<file path="config.mk">
export PLATFORM = sky130hd
export DESIGN_NAME = i2c_config_seq
export DESIGN_NICKNAME = d
export VERILOG_FILES = /design/src/rtl/i2c_config_seq.sv
export SDC_FILE = /design/constraint.sdc
export NUM_CORES = 1
export LEC_CHECK = 0
export CAP_MARGIN = 20
export CORE_ASPECT_RATIO = 1.4
export CORE_MARGIN = 2
export CORE_UTILIZATION = 35
export DETAILED_ROUTE_END_ITERATION = 7
export MAX_ROUTING_LAYER = met4
export PLACE_DENSITY = 0.58
export SETUP_SLACK_MARGIN = 0.3
export SLEW_MARGIN = 20
export SYNTH_ARGS = -nofsm -noshare
export SYNTH_HDL_FRONTEND = slang
export SYNTH_SLANG_ARGS = --single-unit
</file>
<file path="constraint.sdc">
create_clock -name clk -period 1.7 [get_ports clk]
set_input_delay 0.34 -clock clk [delete_from_list [all_inputs] [get_ports clk]]
set_output_delay 0.34 -clock clk [all_outputs]
set_load 0.02 [all_outputs]
</file>
<file path="src/rtl/i2c_config_seq.sv">
// I2C configuration sequencer: streams a table of {register address, data} entries
// to one codec address as write transactions, retrying NACKed entries a bounded number of times.
module i2c_config_seq #(
   parameter int         CLK_DIV     = 120,
   parameter logic [6:0] DEV_ADDR    = 7'h3B,
   parameter int         NUM_ENTRIES = 64,
   parameter int         TBL_AW      = 6,
   parameter int         REG_BYTES   = 2,
   parameter int         DATA_BYTES  = 1,
   parameter int         MAX_RETRY   = 3
) (
   input  logic                                  clk,
   input  logic                                  rst_n,
   input  logic                                  start,
   output logic [TBL_AW-1:0]                     tbl_addr,
   input  logic [8*(REG_BYTES+DATA_BYTES)-1:0]   tbl_data,
   output logic                                  i2c_scl,
   input  logic                                  i2c_sda_i,
   output logic                                  i2c_sda_o,
   output logic                                  i2c_sda_t,
   output logic                                  busy,
   output logic                                  done,
   output logic                                  error,
   output logic [TBL_AW-1:0]                     err_index
);

   localparam int Q       = CLK_DIV / 4;
   localparam int QW      = (Q > 1) ? $clog2(Q) : 1;
   localparam int NB      = 1 + REG_BYTES + DATA_BYTES;
   localparam int BW      = $clog2(NB + 1);
   localparam int FRAME_W = 8 * NB;
   localparam int RW      = $clog2(MAX_RETRY + 2);

   typedef enum logic [3:0] {
      S_IDLE, S_FETCH, S_START, S_BYTE, S_ACK, S_STOP, S_GAP, S_DONE, S_ERR
   } state_t;

   state_t               state_q, state_d;
   logic [QW-1:0]        qcnt_q, qcnt_d;
   logic [1:0]           phase_q, phase_d;
   logic [2:0]           bit_q, bit_d;
   logic [BW-1:0]        byte_q, byte_d;
   logic [1:0]           fcnt_q, fcnt_d;
   logic [RW-1:0]        retry_q, retry_d;
   logic [TBL_AW-1:0]    index_q, index_d;
   logic [TBL_AW-1:0]    err_index_q, err_index_d;
   logic                 nack_q, nack_d;
   logic [FRAME_W-1:0]   sh_q, sh_d;

   logic scl_c, sda_t_c, q_end, bit_end;

   // NOTE: sequential state uses non-blocking assignments so every flop samples pre-edge values.
   always_ff @(posedge clk) begin
      if (!rst_n) begin
         state_q     <= S_IDLE;
         qcnt_q      <= '0;
         phase_q     <= '0;
         bit_q       <= '0;
         byte_q      <= '0;
         fcnt_q      <= '0;
         retry_q     <= '0;
         index_q     <= '0;
         err_index_q <= '0;
         nack_q      <= 1'b0;
         sh_q        <= '0;
      end else begin
         state_q     <= state_d;
         qcnt_q      <= qcnt_d;
         phase_q     <= phase_d;
         bit_q       <= bit_d;
         byte_q      <= byte_d;
         fcnt_q      <= fcnt_d;
         retry_q     <= retry_d;
         index_q     <= index_d;
         err_index_q <= err_index_d;
         nack_q      <= nack_d;
         sh_q        <= sh_d;
      end
   end

   always_comb begin
      // NOTE: every combinational output gets a default first, so no path can infer a latch.
      state_d     = state_q;
      qcnt_d      = qcnt_q;
      phase_d     = phase_q;
      bit_d       = bit_q;
      byte_d      = byte_q;
      fcnt_d      = fcnt_q;
      retry_d     = retry_q;
      index_d     = index_q;
      err_index_d = err_index_q;
      nack_d      = nack_q;
      sh_d        = sh_q;
      scl_c       = 1'b1;
      sda_t_c     = 1'b1;
      q_end       = (qcnt_q == QW'(Q - 1));
      bit_end     = q_end && (phase_q == 2'd3);

      // Bus states share one quarter-period timebase; phase counts quarters within a bit.
      if (state_q inside {S_START, S_BYTE, S_ACK, S_STOP, S_GAP}) begin
         qcnt_d  = q_end ? '0 : qcnt_q + 1'b1;
         phase_d = q_end ? phase_q + 2'd1 : phase_q;
      end

      case (state_q)
         S_IDLE, S_DONE, S_ERR: begin
            if (start) begin
               index_d     = '0;
               retry_d     = '0;
               err_index_d = '0;
               fcnt_d      = '0;
               state_d     = S_FETCH;
            end
         end
         S_FETCH: begin
            fcnt_d = fcnt_q + 2'd1;
            nack_d = 1'b0;
            if (fcnt_q == 2'd2) begin
               sh_d    = {DEV_ADDR, 1'b0, tbl_data};
               qcnt_d  = '0;
               phase_d = '0;
               state_d = S_START;
            end
         end
         S_START: begin
            sda_t_c = 1'b0;
            if (q_end && phase_q == 2'd1) begin
               phase_d = '0;
               bit_d   = '0;
               byte_d  = '0;
               state_d = S_BYTE;
            end
         end
         S_BYTE: begin
            scl_c   = phase_q[1];
            sda_t_c = sh_q[FRAME_W-1];
            if (bit_end) begin
               sh_d  = {sh_q[FRAME_W-2:0], 1'b0};
               bit_d = bit_q + 3'd1;
               if (bit_q == 3'd7) state_d = S_ACK;
            end
         end
         S_ACK: begin
            scl_c = phase_q[1];
            if (q_end && phase_q == 2'd2) nack_d = i2c_sda_i;
            if (bit_end) begin
               if (nack_q || byte_q == BW'(NB - 1)) begin
                  state_d = S_STOP;
               end else begin
                  byte_d  = byte_q + 1'b1;
                  state_d = S_BYTE;
               end
            end
         end
         S_STOP: begin
            // Pull SDA low under a low SCL first so the rising SDA edge is the only event.
            scl_c   = phase_q[0];
            sda_t_c = 1'b0;
            if (q_end && phase_q == 2'd1) begin
               phase_d = '0;
               state_d = S_GAP;
            end
         end
         S_GAP: begin
            if (bit_end) begin
               fcnt_d = '0;
               if (!nack_q) begin
                  retry_d = '0;
                  if (index_q == TBL_AW'(NUM_ENTRIES - 1)) begin
                     state_d = S_DONE;
                  end else begin
                     index_d = index_q + 1'b1;
                     state_d = S_FETCH;
                  end
               end else if (retry_q == RW'(MAX_RETRY)) begin
                  err_index_d = index_q;
                  state_d     = S_ERR;
               end else begin
                  retry_d = retry_q + 1'b1;
                  state_d = S_FETCH;
               end
            end
         end
         default: state_d = S_IDLE;
      endcase
   end

   assign tbl_addr  = index_q;
   assign i2c_scl   = scl_c;
   assign i2c_sda_t = sda_t_c;
   assign i2c_sda_o = 1'b0;
   assign busy      = !(state_q inside {S_IDLE, S_DONE, S_ERR});
   assign done      = (state_q == S_DONE);
   assign error     = (state_q == S_ERR);
   assign err_index = err_index_q;

endmodule
</file>
==> summary.md <==
| Metric | Value |
|---|---|
| Seq cells post-synth | `67` |
| Unique masters post-synth | `59` |
| Area after DPL | `0.00454 mm^2` |
| R2R Setup Slk | `-210 ps` |
| PnR Total Power | `slightly above 6 mW` |
| Syn avg cell area | `8.13 um^2` |
| Required time worst endpoint | `1930 ps` |
| Max Freq | `523 MHz` |
| Final WS setup | `-211 ps` |
| Worst skew pair latency | `330 ps` |
| Power Density | `1020 mW/mm^2` |
| Period utilisation layout | `1.12` |
| CTS clk-pin slew, worst paths | `60 ps` |
| NumNets Final | `599` |
| Max clock buf depth | `2` |
| H-tree depth | `3` |
| Tightest Hold Check Type | `reg -> reg` |
| Failing checks | `negative setup slack` |
| RR Startpoint | `state_q[1]` |
| Root Driver | `clkbuf_16` |
| EDFF count, synth | `0` |
| Ant. Diodes | `0` |
| Worst EP arrival | `2140 ps` |
| Number of global-route vias before repair | `3,457` |
| WHS Endpoint | `err_index[3]` |
| Yosys top cell area share | `0.395` |
| Hold_buf cts | `0` |
| Area of the die | `0.0105 mm^2` |
| Largest cells by area after synthesis | `dfxtp_1 39%, nand2_1 9.0%, a311oi_1 6.2%` |
| Antenna Violating Nets Remaining | `0` |
| CP startpoint kind | `register` |
| Min-delay src | `err_index[3]` |
| Largest net degree at the start of global routing | `27` |
| Layout cells sized above 1 | `0.441` |
| R2r endpoint | `sh_q[22]` |
| Most common cell in the synthesized netlist | `nand2_1` |
| Cell Area, Synth | `0.00340 mm^2` |
| Initial Util | `0.359` |
| Dpl cells | `around 610` |
| Finished Layout Cells | `672` |
| TritonRoute pass-1 iters | `6` |
| DR WL/cell | `around 16 um` |
| Peak supply drop | `0.000730 V` |
| Final setup fails | `52` |
| Hold WS | `447 ps` |
| DP HPWL | `between 6000 and 7000 um` |
| Max cap viols | `0` |
| Top-level I/O count | `between 40 and 50` |
| RSZ-0062 raised after global routing | `true` |
| Die Span Y | `121 um` |
| Die X | `87.3 um` |
| IO Port Bufs | `44` |
| WL final | `10,900 um` |
| RD Place Congestion | `0.874` |
| Top_reg_cell synth | `dfxtp_1` |
| Synth Warn # | `0` |
| Hold depth | `2` |
| Crit Path Category | `reg -> reg` |
| Vias/cell | `5.32` |
| Worst Setup End Kind | `register` |
| Static leakage | `2.29 nW` |
| Residual DRC count | `0` |
| Num Clock Sinks | `67` |
| Seq. cell area | `0.00138 mm^2` |
| Clk_skew | `6.85 ps` |
| Yosys top cell by area | `dfxtp_1` |
| Inserted Clock Buffers | `9` |
| Status | `complete, but fails checks` |
| GRT Total Usage | `0.206` |
| Critical path fanouts, max | `7` |
| Clock tree from TritonCTS | `yes` |
| Top cells by count, synth | `81 x nand2_1, 67 x dfxtp_1, 54 x nor2_1` |
| Final Cell Area | `0.00598 mm^2` |
| Min Clock Period, post-route | `1910 ps` |
| Syn nets | `roughly 460` |
| Total grt overflow | `0` |
| Synthesized instance count | `418` |
| Initial antenna violation count | `0` |
| Area delta synth->final | `76.0%` |
| Via count | `3,572` |
| Row count | `42` |
| Footprint of the multi-input gates | `about 0.0026 mm^2` |
| First-pass GRT wire length | `16,600 um` |
| Final Hold Fails | `0` |
| CORE AREA | `roughly 0.0095 mm^2` |
| Ys async rst share | `0` |
| DRT iter0 DRCs | `roughly 190` |
| Filler cell count | `approximately 760` |
| Part of the Yosys area used for sequential elements | `0.395` |
| Reg2reg path depth | `10` |
| Max Slew Vio Count | `0` |
[report_power, final]
part	switching [mW]	internal, mW	leakage (nW)
combinational	1.15	1.45	1.60
clock	0.686	1.06	0.142
sequential	0.0836	1.67	0.549
total	1.92	4.17	2.29
[cells in the final DEF (no fill, tap or decap), types with 5 or more instances in the layout]
master | netlist | final
nand3_1 | 16 | 7
a22oi_2 | 0 | 5
mux2i_1 | 8 | 8
dfxtp_1 | 67 | 53
a311oi_2 | 0 | 10
ha_1 | 13 | 10
nor2_4 | 0 | 12
buf_4 | 2 | 63
nor2_1 | 54 | 35
buf_6 | 1 | 44
nor2b_1 | 6 | 5
nand4_1 | 5 | 5
a311oi_1 | 24 | 14
nand2b_1 | 7 | 5
clkbuf_16 | 0 | 12
dfxtp_4 | 0 | 7
nor2_2 | 0 | 7
o221a_4 | 0 | 5
o21ai_1 | 0 | 6
nand2_1 | 81 | 77
nand3_2 | 0 | 5
clkdlybuf4s50_1 | 0 | 27
inv_1 | 8 | 7
dfxtp_2 | 0 | 7
a21oi_2 | 1 | 5
[cell type report]
class	count	share of cell area
Clock inverter	4	0.00419
Tap cell	110	0.0230
Clock buffer	11	0.0423
Multi-Input combinational cell	314	0.427
Inverter	9	0.00565
Timing Repair Buffer	157	0.268
Sequential cell	67	0.230
[through the flow]
stage,util,setup WS (ps),TNS (ps)
detailed placement,0.480,-408,-8380
finish,0.632,-211,-6180
global placement,0.480,-398,-6780
CTS,0.568,-110,-1880
floorplan,-,32.2,0
global route,0.632,-246,-9160
[how the worst max path moves through the flow]
stage | startpoint | end | slack [ps] | cells after the start
after floorplan | qcnt_q[1] | tbl_addr[5] | 30 | 8
after global placement | start | tbl_addr[5] | -400 | 6
after detailed placement | start | tbl_addr[5] | -410 | 6
after CTS | state_q[1] | sh_q[11] | -110 | 10
after global routing | state_q[1] | sh_q[22] | -250 | 10
final | state_q[1] | sh_q[22] | -210 | 10
[cell families (layout without fill, tap and decap cells)]
| logic type | Yosys count | after routing | synth area share |
|---|---|---|---|
| compound gates | 91 | 91 | 0.206 |
| mux | 8 | 8 | 0.0236 |
| flops | 67 | 67 | 0.395 |
| xor+xnor | 5 | 5 | 0.0129 |
| fa+ha+maj | 13 | 13 | 0.0479 |
| simple gates | 196 | 196 | 0.266 |
| other cells | 1 | 1 | 0.00110 |
| buf+inv | 37 | 181 | 0.0486 |
[state kept, by name, indices dropped and copies added, names as in the netlist]
signal / cells
sh_q: 32
err_index: 6
tbl_addr: 6
qcnt_q: 5
state_q: 4
bit_q: 3
byte_q: 3
retry_q: 3
fcnt_q: 2
phase_q: 2
nack_q: 1
[per-layer routing]
metal / vias up / wire [um] / track usage
met5: - / 0 / -
met2: 66 / 5800 / 0.344
met4: 0 / 324 / 0.0913
met1: 1706 / 4480 / 0.231
li1: 1776 / - / -
met3: 24 / 281 / 0.0464
[worst max-delay path, cell delays in order (launching register included)]
cell and delay (ps):
dfxtp_4 360, buf_6 130, buf_6 110, buf_6 120, nor2b_4 130, a31oi_4 60
nor3_4 300, buf_6 180, buf_12 130, nor2_1 50, a311oi_1 230
[what timing repair did]
item / CTS / global route
cloned: 3 / 4
pin swaps: 59 / 43
setup endpoints to repair: 84 / 76
gates resized for setup: 128 / 82
buffers inserted: 23 / 21
No activity file was read; power rests on OpenSTA's default activity.
